## src/rtl/mem_arbiter.sv

```systemverilog
// Three-way PSRAM arbiter (VIC, CPU, DMA) issuing single-byte commands to a memory controller.
// VIC has priority with a bounded run; CPU and DMA share round-robin; busy handshake with timeout.
module mem_arbiter #(
  parameter int BUSY_TIMEOUT = 8,
  parameter int VIC_MAX_RUN  = 4
) (
  input  logic        clk,
  input  logic        reset,
  input  logic        vic_req,
  input  logic        cpu_req,
  input  logic        dma_req,
  input  logic [15:0] vic_addr,
  input  logic [15:0] cpu_addr,
  input  logic [15:0] dma_addr,
  input  logic [6:0]  vic_bank,
  input  logic [6:0]  cpu_bank,
  input  logic [6:0]  dma_bank,
  input  logic        cpu_we,
  input  logic        dma_we,
  input  logic [7:0]  cpu_wdata,
  input  logic [7:0]  dma_wdata,
  output logic        vic_ack,
  output logic        cpu_ack,
  output logic        dma_ack,
  output logic [7:0]  rdata,
  output logic        mc_ce,
  output logic        mc_write,
  output logic [6:0]  mc_bank,
  output logic [15:0] mc_addr,
  output logic [7:0]  mc_wdata,
  output logic [3:0]  mc_nbytes,
  input  logic        mc_busy,
  input  logic [7:0]  mc_rdata,
  output logic        timeout_err
);
  typedef enum logic [2:0] {S_IDLE, S_ISSUE, S_WAIT_BUSY, S_WAIT_DONE, S_ACK} state_t;

  localparam int RUN_W = $clog2(VIC_MAX_RUN + 1);
  localparam int TMO_W = $clog2(BUSY_TIMEOUT + 1);
  localparam logic [1:0] OWN_VIC = 2'd0;
  localparam logic [1:0] OWN_CPU = 2'd1;
  localparam logic [1:0] OWN_DMA = 2'd2;

  state_t           state_q, state_d;
  logic [1:0]       owner_q, owner_d;
  logic [RUN_W-1:0] vic_run_q, vic_run_d;
  logic             rr_cpu_q, rr_cpu_d;
  logic [TMO_W-1:0] tmo_q, tmo_d;
  logic             write_q, write_d;
  logic [6:0]       bank_q, bank_d;
  logic [15:0]      addr_q, addr_d;
  logic [7:0]       wdata_q, wdata_d;
  logic [7:0]       rdata_q, rdata_d;
  logic             timeout_q, timeout_d;

  logic others_pend, vic_starved, grant_any, grant_vic, grant_cpu, grant_dma, tmo_hit;

  assign others_pend = cpu_req | dma_req;
  assign vic_starved = others_pend && (vic_run_q >= RUN_W'(VIC_MAX_RUN));
  assign grant_any   = (state_q == S_IDLE) && !mc_busy && (vic_req || others_pend);
  assign grant_vic   = grant_any && vic_req && !vic_starved;
  // rr_cpu_q set means CPU wins a CPU/DMA tie
  assign grant_cpu   = grant_any && !grant_vic && cpu_req && (!dma_req || rr_cpu_q);
  assign grant_dma   = grant_any && !grant_vic && !grant_cpu;
  assign tmo_hit     = (state_q == S_WAIT_BUSY) && !mc_busy && (tmo_q == TMO_W'(BUSY_TIMEOUT - 1));

  always_ff @(posedge clk) begin
    if (!reset) begin
      state_q   <= S_IDLE;
      owner_q   <= OWN_VIC;
      vic_run_q <= '0;
      rr_cpu_q  <= 1'b1;
      tmo_q     <= '0;
      write_q   <= 1'b0;
      bank_q    <= '0;
      addr_q    <= '0;
      wdata_q   <= '0;
      rdata_q   <= '0;
      timeout_q <= 1'b0;
    end else begin
      state_q   <= state_d;
      owner_q   <= owner_d;
      vic_run_q <= vic_run_d;
      rr_cpu_q  <= rr_cpu_d;
      tmo_q     <= tmo_d;
      write_q   <= write_d;
      bank_q    <= bank_d;
      addr_q    <= addr_d;
      wdata_q   <= wdata_d;
      rdata_q   <= rdata_d;
      timeout_q <= timeout_d;
    end
  end

  always_comb begin
    state_d = state_q;
    case (state_q)
      S_IDLE:      if (grant_any) state_d = S_ISSUE;
      S_ISSUE:     state_d = S_WAIT_BUSY;
      S_WAIT_BUSY: if (mc_busy) state_d = S_WAIT_DONE;
                   else if (tmo_hit) state_d = S_ACK;
      S_WAIT_DONE: if (!mc_busy) state_d = S_ACK;
      S_ACK:       state_d = S_IDLE;
      default:     state_d = S_IDLE;
    endcase
  end

  always_comb begin
    owner_d   = owner_q;
    vic_run_d = vic_run_q;
    rr_cpu_d  = rr_cpu_q;
    tmo_d     = '0;
    write_d   = write_q;
    bank_d    = bank_q;
    addr_d    = addr_q;
    wdata_d   = wdata_q;
    rdata_d   = rdata_q;
    timeout_d = timeout_q;
    if (state_q == S_IDLE && !others_pend) vic_run_d = '0;
    if (grant_vic) begin
      owner_d   = OWN_VIC;
      addr_d    = vic_addr;
      bank_d    = vic_bank;
      write_d   = 1'b0;
      wdata_d   = '0;
      vic_run_d = others_pend ? vic_run_q + RUN_W'(1) : '0;
    end else if (grant_cpu) begin
      owner_d   = OWN_CPU;
      addr_d    = cpu_addr;
      bank_d    = cpu_bank;
      write_d   = cpu_we;
      wdata_d   = cpu_wdata;
      vic_run_d = '0;
      rr_cpu_d  = 1'b0;
    end else if (grant_dma) begin
      owner_d   = OWN_DMA;
      addr_d    = dma_addr;
      bank_d    = dma_bank;
      write_d   = dma_we;
      wdata_d   = dma_wdata;
      vic_run_d = '0;
      rr_cpu_d  = 1'b1;
    end
    if (state_q == S_WAIT_BUSY && !mc_busy) tmo_d = tmo_q + TMO_W'(1);
    if (tmo_hit) timeout_d = 1'b1;
    if (state_q == S_WAIT_DONE && !mc_busy && !write_q) rdata_d = mc_rdata;
  end

  always_comb begin
    mc_ce   = (state_q == S_ISSUE);
    vic_ack = (state_q == S_ACK) && (owner_q == OWN_VIC);
    cpu_ack = (state_q == S_ACK) && (owner_q == OWN_CPU);
    dma_ack = (state_q == S_ACK) && (owner_q == OWN_DMA);
  end

  assign mc_write    = write_q;
  assign mc_bank     = bank_q;
  assign mc_addr     = addr_q;
  assign mc_wdata    = wdata_q;
  assign mc_nbytes   = 4'd1;
  assign rdata       = rdata_q;
  assign timeout_err = timeout_q;
endmodule

```

## config.mk

```make
export PLATFORM = sky130hd
export DESIGN_NAME = mem_arbiter
export DESIGN_NICKNAME = d
export VERILOG_FILES = /design/src/rtl/mem_arbiter.sv
export SDC_FILE = /design/constraint.sdc
export NUM_CORES = 1
export LEC_CHECK = 0
export CAP_MARGIN = 15
export CORE_ASPECT_RATIO = 0.7
export CORE_UTILIZATION = 45
export CTS_CLUSTER_SIZE = 8
export DETAILED_ROUTE_END_ITERATION = 8
export DONT_BUFFER_PORTS = 1
export SLEW_MARGIN = 0
export SYNTH_ARGS = -nofsm -noshare
export SYNTH_HDL_FRONTEND = slang
export SYNTH_SLANG_ARGS = --single-unit
```

## constraint.sdc

```tcl
create_clock -name clk -period 3 [get_ports clk]
set_input_delay 0.45 -clock clk [delete_from_list [all_inputs] [get_ports clk]]
set_output_delay 0.45 -clock clk [all_outputs]
set_load 0.01 [all_outputs]
```

# [Word level (Yosys, flattened, before mapping)]
# Cells that the tools add are included.
# W data, S select, Z words.
[word_totals] regBits=54 input_bits=101 out_inout_bits=49 wordCells=88
[classes] n_addsub=2 magnitude_cmp=1 n_eq_ne=10 mux=24 bitwise_logic=3 n_reduce_logical=36
[op_table] cell="$mux W16" count=3
[op_table] cell="$mux W3" count=9
[op_table] cell="$mux W7" count=3
[op_table] cell="$logic_and A1 B1 Y1" count=17
[op_table] cell="$mux W8" count=2
[op_table] cell="$pmux W3 S4" count=1
[op_table] cell="$logic_not A1 Y1" count=7
[op_table] cell="$eq A3 B2 Y1 const B" count=2
[op_table] cell="$mux W1" count=6
[op_table] cell="$add A4 B1 Y4 const B" count=1
[op_table] cell="$eq A4 B3 Y1 const B" count=1
[op_table] cell="$ne A2 B2 Y1 const B" count=2
[op_table] cell="$reduce_and A2 Y1" count=2
[op_table] cell="$reduce_bool A4 Y1" count=1
[op_table] cell="$add A3 B1 Y3 const B" count=1
[op_table] cell="$eq A3 B1 Y1 const B" count=1
[op_table] cell="$eq A3 B3 Y1 const B" count=1
[op_table] cell="$ge A3 B3 Y1 const B" count=1
[op_table] cell="$logic_not A3 Y1" count=1
[op_table] cell="$ne A3 B3 Y1 const B" count=1
[op_table] cell="$reduce_and A3 Y1" count=1
[op_table] cell="$reduce_bool A3 Y1" count=1
[op_table] cell="$reduce_or A3 Y1" count=1
[op_table] cell="$eq A2 B1 Y1 const B" count=1
[op_table] cell="other kinds (7)" count=9

# [Depth between registers and ports, before layout]
# Gate-level depths: netlist of the first run.
[logic_depth] ltp_word=14 depth_mapped=6 ltp_nobuf=5

# [Least setup slack after synthesis of the first run]
# Ideal clock, no wire load.
[synth_timing] path_kind="reg-to-reg" start="register state_q[1]" end="register wdata_q[2], in the netlist mc_wdata[2]" setup_ps=122 t_arrival_ps=1657 required_time_ps=2878 path_slack_ps=1221 path_stages_with_launch=7 n_path_buf=2 period_less_slack_ps=1779 cell_sequence="dfxtp_1 > buf_6 > or4_4 > or3_1 > buf_2 > a21oi_1 > a211oi_1"
[synth_between] elab_chain_cells=12 word_cells_on_any_way=14 classes_between="mux (1); reduce/logical (13)"
[synth_lines] item="start: declaration" line_no="44" rtl="state_t state_q, state_d;"
[synth_lines] item="start signal: assignment" line_no="81" rtl="state_q <= state_d;"
[synth_lines] item="$logic_not A3 Y1 *" line_no="60" rtl="assign grant_any = (state_q == S_IDLE) && !mc_busy && (vic_req || others_pend);"
[synth_lines] item="$logic_and A1 B1 Y1 * (2 in series)" line_no="60"
[synth_lines] item="$logic_and A1 B1 Y1 (2 in series)" line_no="61" rtl="assign grant_vic = grant_any && vic_req && !vic_starved;"
[synth_lines] item="$logic_not A1 Y1" line_no="63, 64"
[synth_lines] item="$logic_and A1 B1 Y1" line_no="63, 64"
[synth_lines] item="$logic_and A1 B1 Y1 (2 in series)" line_no="63" rtl="assign grant_cpu = grant_any && !grant_vic && cpu_req && (!dma_req || rr_cpu_q);"
[synth_lines] item="$logic_not A1 Y1" line_no="64" rtl="assign grant_dma = grant_any && !grant_vic && !grant_cpu;"
[synth_lines] item="$logic_and A1 B1 Y1" line_no="64"
[synth_lines] item="$reduce_bool A2 Y1 (no source line)"
[synth_lines] item="end signal: assignment" line_no="89" rtl="wdata_q <= wdata_d;"
[synth_lines] item="end: declaration" line_no="52" rtl="logic [7:0] wdata_q, wdata_d;"
# Mark *: on every way between the ends. The rest lies on a longest branch, timed or not.
# A chain may end at the register's enable or synchronous reset.

# [Worst setup path after layout of the first run]
[layout_timing] start="register state_q[0]" end="register owner_q[1]"
[layout_between] elab_chain_cells=11 word_cells_on_any_way=12 classes_between="reduce/logical (12)"
[layout_lines] item="$logic_not A3 Y1 *" line_no="60"
[layout_lines] item="$logic_and A1 B1 Y1 * (2 in series)" line_no="60"
[layout_lines] item="$logic_and A1 B1 Y1 (2 in series)" line_no="61"
[layout_lines] item="$logic_not A1 Y1" line_no="63, 64"
[layout_lines] item="$logic_and A1 B1 Y1" line_no="63, 64"
[layout_lines] item="$logic_and A1 B1 Y1 (2 in series)" line_no="63"
[layout_lines] item="$logic_not A1 Y1" line_no="64"
[layout_lines] item="$logic_and A1 B1 Y1" line_no="64"
[layout_lines] item="end signal: assignment" line_no="82" rtl="owner_q <= owner_d;"
[layout_lines] item="end: declaration" line_no="45" rtl="logic [1:0] owner_q, owner_d;"
# Marked as above.

==> summary.md, run 1 <==
| Metric | Value |
|---|---|
| Outcome | `finished, final reports clean` |
| Pin count of the biggest net entering global routing | `23` |
| P_leak | `0.9871 nW` |
| Final Worst Setup Slack | `795.6 ps` |
| GRT overflow | `0` |
| Max Root-Sink Buffers | `2` |
| Clock Skew | `5.124 ps` |
| Pwr per Cell Area | `539.8 mW/mm^2` |
| PortBufs | `0` |
| Post-placement cell area | `approximately 0.0025 sq mm` |
| Slew margin rel. | `51.73%` |
| Final Max Tran Viols | `0` |
| Skew-Pair Late Insertion Delay | `roughly 300 ps` |
| Crit path time final | `2204 ps` |
| Area Overhead vs Synth | `2.525%` |
| Slowest CP cell | `nand3_1` |
| WL/cell | `roughly 18 microns` |
| Core area | `0.005258 sq mm` |
| Top area cells in the synthesized netlist | `dfxtp_1 (44%), nand2_1 (7.0%), nor2_1 (6.2%)` |
| Synthesized area | `0.002477 sq mm` |
| Yosys reg bits | `54` |
| DIE AREA | `0.005811 sq mm` |
| Cell variety after synth | `41` |
| Layout Cell Area excl Fill | `0.002540 sq mm` |
| Max frequency | `453.6 MHz` |
| DRT antenna net count | `0` |
| CP Data Required Time | `3170 ps` |
| Via count | `2083` |
| Hold Buf Count CTS | `0` |
| Initial antenna violation count | `0` |
| Inst Count DP | `342` |
| Post-synth top area share | `43.64%` |
| Crit path max-delay family | `simple AND/OR/NAND/NOR gates` |
| Most numerous cell in the Yosys netlist | `dfxtp_1` |
| Root Driver | `clkbuf_8` |
| Filler cells | `522` |
| Worst slack, placed | `814.6 ps` |
| EDFF count, synth | `0` |
| Synth warnings | `0` |
| Max cap viols | `0` |
| Placer congestion estimate | `0.7311` |
| Vias in the first global route | `between 1500 and 2000` |
| CTS tree | `done` |
| Die width | `roughly 90 microns` |
| Clock sink total | `54` |
| Worst setup EP type | `flip-flop` |
| Crit-path cells | `nor4_2 -> nand3_1 -> nand2_1 -> a221oi_1` |
| RSZ-0062 raised after global routing | `false` |
| Final hold vios | `0` |
| Die height | `64.08 microns` |
| First-pass GRT wire length | `9535 microns` |
| 1st-pass router iterations | `5` |
| CTS H-tree lvls | `2` |
| Iter 0 DRT Violations | `94` |
| Postcts setup bufs | `0` |
| Final WL | `approximately 6200 microns` |
| Hold_ws | `roughly 240 ps` |
| Worst Path Max Fanout | `14` |
| Avg Cell Area, Syn | `8.513 sq um` |
| Worst Path Arrival | `about 2400 ps` |
| Nature of the critical path startpoint | `flip-flop` |
| Setup-failing EPs final | `0` |
| Crit share post-route | `73.48%` |
| Crit Path Category | `flip-flop to flip-flop` |
| Via/cell ratio | `5.968` |
| CTS resizes | `0` |
| Tot GR Track Use | `a little over a fifth` |
| CP max stage delay | `530 ps` |
| Dpl hpwl | `between 4000 and 5000 microns` |
| Buf/Inv on CP | `0` |
| Worst hold path type | `primary input to flip-flop` |
| Synth async-reset ratio | `0%` |
| Leading area contributor after synthesis | `dfxtp_1` |
| Non-Filler Instances | `approximately 350` |
| Setup TNS | `0 ps` |
| Worst vdd ir | `185.2 uV` |
| Starting Density | `a little under half` |
| Io pins | `150` |
| ANT cells | `0` |
| Proportion of layout cells with a drive suffix above 1 | `around 5.4%` |
| Cell count after synthesis | `roughly 290` |
| Row cnt | `22` |
| Worst-path clk slew | `90 ps` |
| Sequential area share after synthesis | `roughly 44%` |
| DR DRC count | `0` |
| Worst slew pin tran | `721.3 ps` |
| Ys flop type | `dfxtp_1` |
| TritonCTS Buffers | `5` |
| Final net count | `380` |
| Synth top cells by count | `dfxtp_1 (54), nand2_1 (46), nor2_1 (41)` |
-- registers in the layout, summed over array words and instances, names as in the netlist --
register,flops
mc_addr,16
mc_bank,7
mc_wdata,8
mc_write,1
owner_q,2
rdata,8
rr_cpu_q,1
state_q,3
timeout_err,1
tmo_q,4
vic_run_q,3
-- report_power, final --
part | internal (W) | leakage, nW | switching (W)
clock network | 0.000161 | 0.0383 | 0.000219
logic | 0.0000720 | 0.508 | 0.000101
registers | 0.000763 | 0.441 | 0.0000553
-- layout by cell type (no fill, tap or decap), drive strengths merged --
master / instances
dfxtp: 54
nand2: 46
nor2: 42
o221ai: 12
a31oi: 12
a32oi: 11
a221o: 11
a21oi: 10
a211oi: 10
mux2i: 8
nor3: 7
clkbuf: 7
nand3: 5
buf: 5
inv: 4
conb: 4
nor3b: 3
o21ai: 2
nand2b: 2
or3: 2
o22ai: 2
o211a: 2
ha: 2
or4: 2
nor4: 2
or2: 1
a21boi: 1
nor2b: 1
and2: 1
a221oi: 1
o21a: 1
o311ai: 1
xor2: 1
nand3b: 1
xnor2: 1
-- through the flow --
stage               util [%]   power, W
global route           48.31   0.001448
global placement       46.86   0.001005
detailed placement     46.86   0.001009
CTS                    48.31   0.001384
finish                 48.31   0.001371
floorplan                  -  0.0009834
-- path summary, 6_finish.rpt --
kind                            slack (ps)  cells after the start         end  startpoint
worst max-delay path                   800                      4  owner_q[1]  state_q[0]
worst min-delay path                   240                      1    rr_cpu_q       reset
worst max register to register         800                      4  owner_q[1]  state_q[0]
worst min register to register         460                      1    tmo_q[0]    tmo_q[0]
-- layout make-up --
type                    count  area, sq um  area share, %
multi-input cells         207         1240          48.82
flip-flops and latches     54         1081          42.56
well taps                  72        90.09          3.547
clock buffers               7        76.32          3.005
repair buffers              5        37.54          1.478
inverters                   4        15.01         0.5911
-- layer usage --
layer  vias up  track usage (%)  wire length [microns]
met4         0            6.653                     43
li1       1026                -                      -
met3         4            9.167                    662
met2        94            28.98                   2676
met5         -                0                      0
met1       959            29.27                   2825
-- logic make-up after synthesis --
group           synth area share, %
other cells                  0.3031
buf+inv                       6.616
flops                         43.64
fa+ha+maj                     1.010
simple gates                  20.81
mux                           3.232
compound gates                23.69
xor+xnor                     0.7072
No activity file was read; power rests on OpenSTA's default activity.
==> run 2, diff against run 1 <==
Clock period 3 ns to 2.01 ns, I/O delays scaled along.
==> summary.md, run 2 (synthesis gave the netlist of run 1 again) <==
| Metric | Value |
|---|---|
| Hold Path Sink | `rr_cpu_q` |
| Crit path time final | `1858 ps` |
| Starting Density | `47.12%` |
| Worst Path Max Fanout | `9` |
| Outcome | `finished, final reports clean` |
| Clock sink total | `54` |
| Max cap viols | `0` |
| Post-placement cell area | `0.002536 sq mm` |
| Clock Skew | `~5.4 ps` |
| Area Overhead vs Synth | `6.768%` |
| Max Root-Sink Buffers | `2` |
| Commonest non-fill, non-tap cell in the layout | `dfxtp_1` |
| Switch share | `26.32%` |
| Dpl hpwl | `4467 microns` |
| Inst Count DP | `between 300 and 400` |
| TritonCTS Buffers | `5` |
| Pwr per Cell Area | `835.5 mW/mm^2` |
| GRT overflow | `0` |
| Layout Cell Area excl Fill | `0.002645 sq mm` |
| P_leak | `1.048 nW` |
| Final net count | `388` |
| Vias in the first global route | `1977` |
| Tot GR Track Use | `20.81%` |
| Total net switching power | `0.0005817 W` |
| Reg-to-reg endpoint | `mc_wdata[6]` |
| Postcts setup bufs | `0` |
| Skew-Pair Late Insertion Delay | `300 ps` |
| WL/cell | `16.92 microns` |
| Hold Buf Count CTS | `0` |
| Register-to-Register Path Depth | `4` |
| Worst slew pin tran | `764.6 ps` |
| Final Max Tran Viols | `0` |
| Core area | `0.005258 sq mm` |
| Total power | `~0.0022 W` |
| Placer congestion estimate | `0.7339` |
| CTS tree | `done` |
| Root Driver | `clkbuf_8` |
| Crit share post-route | `92.43%` |
| Io pins | `150` |
| PortBufs | `0` |
| DR DRC count | `0` |
| First-pass GRT wire length | `just under 10000 microns` |
| Pin count of the biggest net entering global routing | `24` |
| Crit-path cells | `or4_4 -> or3_1 -> a21oi_1 -> a211oi_1` |
| Worst-path clk slew | `approximately 90 ps` |
| Leading cell types in the layout, fill and taps excluded | `dfxtp_1 (54), nand2_1 (46), nor2_1 (41)` |
| Slowest CP cell | `or4_4` |
| Nature of the critical path startpoint | `flip-flop` |
| Final Worst Setup Slack | `152.1 ps` |
| Worst Hold Path Cells | `1` |
| CTS resizes | `0` |
| Iter 0 DRT Violations | `around 110` |
| Crit Path Category | `flip-flop to flip-flop` |
| CTS H-tree lvls | `2` |
| Row cnt | `22` |
| CP max stage delay | `570 ps` |
| Slew margin rel. | `48.84%` |
| Worst setup EP type | `flip-flop` |
| Worst Path Arrival | `2030 ps` |
| Combinational cell fraction of total power | `12.9%` |
| Max frequency | `538.2 MHz` |
| Via count | `roughly 2100` |
| Via/cell ratio | `5.978` |
| Die width | `between 90 and 100 microns` |
| Crit Reg-Reg Startpoint | `state_q[0]` |
| Reg2Reg Setup Slack | `150 ps` |
| 1st-pass router iterations | `4` |
| RSZ-0062 raised after global routing | `false` |
| Largest register FFs | `16` |
| Proportion of layout cells with a drive suffix above 1 | `9.091%` |
| Clock Power Share | `approximately a third` |
| ANT cells | `0` |
| Power share of the sequential group | `54.8%` |
| CP Data Required Time | `2180 ps` |
| Hold Startpoint | `reset` |
| Initial antenna violation count | `0` |
| DRT antenna net count | `0` |
| Worst hold path type | `primary input to flip-flop` |
| DIE AREA | `0.005811 sq mm` |
| Worst vdd ir | `around 320 uV` |
| Worst slack, placed | `174.7 ps` |
| Die height | `64.08 microns` |
| Internal Power | `0.001628 W` |
| Setup-failing EPs final | `0` |
| Final hold vios | `0` |
| Setup TNS | `0 ps` |
| Non-Filler Instances | `358` |
| Final WL | `slightly above 6000 microns` |
## run 2: worst max path at each step
| stage | to | startpoint | slack [ps] | cells past startpoint |
|---|---|---|---|---|
| after floorplan | mc_wdata[2] | state_q[1] | 230 | 6 |
| after global placement | mc_wdata[3] | state_q[0] | 210 | 4 |
| after detailed placement | mc_wdata[6] | state_q[0] | 170 | 4 |
| after CTS | mc_wdata[6] | state_q[0] | 150 | 4 |
| after global routing | mc_wdata[5] | state_q[0] | 40 | 4 |
| final | mc_wdata[6] | state_q[0] | 150 | 4 |
## run 2: final cells by class
type | count | area [sq um]
fill | 503 | 2613
multi-input combinational | 207 | 1240
sequential | 54 | 1081
timing repair buffer | 13 | 110.1
tap | 72 | 90.09
clock buffer | 5 | 68.82
clock inverter | 3 | 40.04
inverter | 4 | 15.01
## run 2: power groups by stage
stage / combinational [W] / sequential [W] / clock, W
6_report: 0.000286 / 0.00121 / 0.000712
5_1_grt: 0.000323 / 0.00122 / 0.000784
4_1_cts: 0.000286 / 0.00121 / 0.000734
3_5_place_dp: 0.000287 / 0.00124 / 0
3_3_place_gp: 0.000281 / 0.00124 / 0
2_1_floorplan: 0.000245 / 0.00122 / 0
## run 2: critical path: cells and delay by family, from the launching register on
kind | cells | cell delay [ps]
flip-flops | 1 | 330
AND/OR/NAND/NOR | 2 | 1120
AO/OA/AOI/OAI | 2 | 270
## run 2: through the flow
stage	util [%]	hold WS, ps
final	50.31	104.2
after floorplan	-	417.6
after CTS	50.31	92.03
after global routing	50.31	83.50
after global placement	48.24	404.2
after detailed placement	48.24	411.0
## run 2: layer usage
metal / track usage, % / up-vias / wire length [microns]
li1: - / 1038 / -
met1: 28.72 / 990 / 2853
met2: 30.59 / 106 / 2579
met3: 7.619 / 6 / 589
met4: 5.242 / 0 / 37
met5: 0 / - / 0
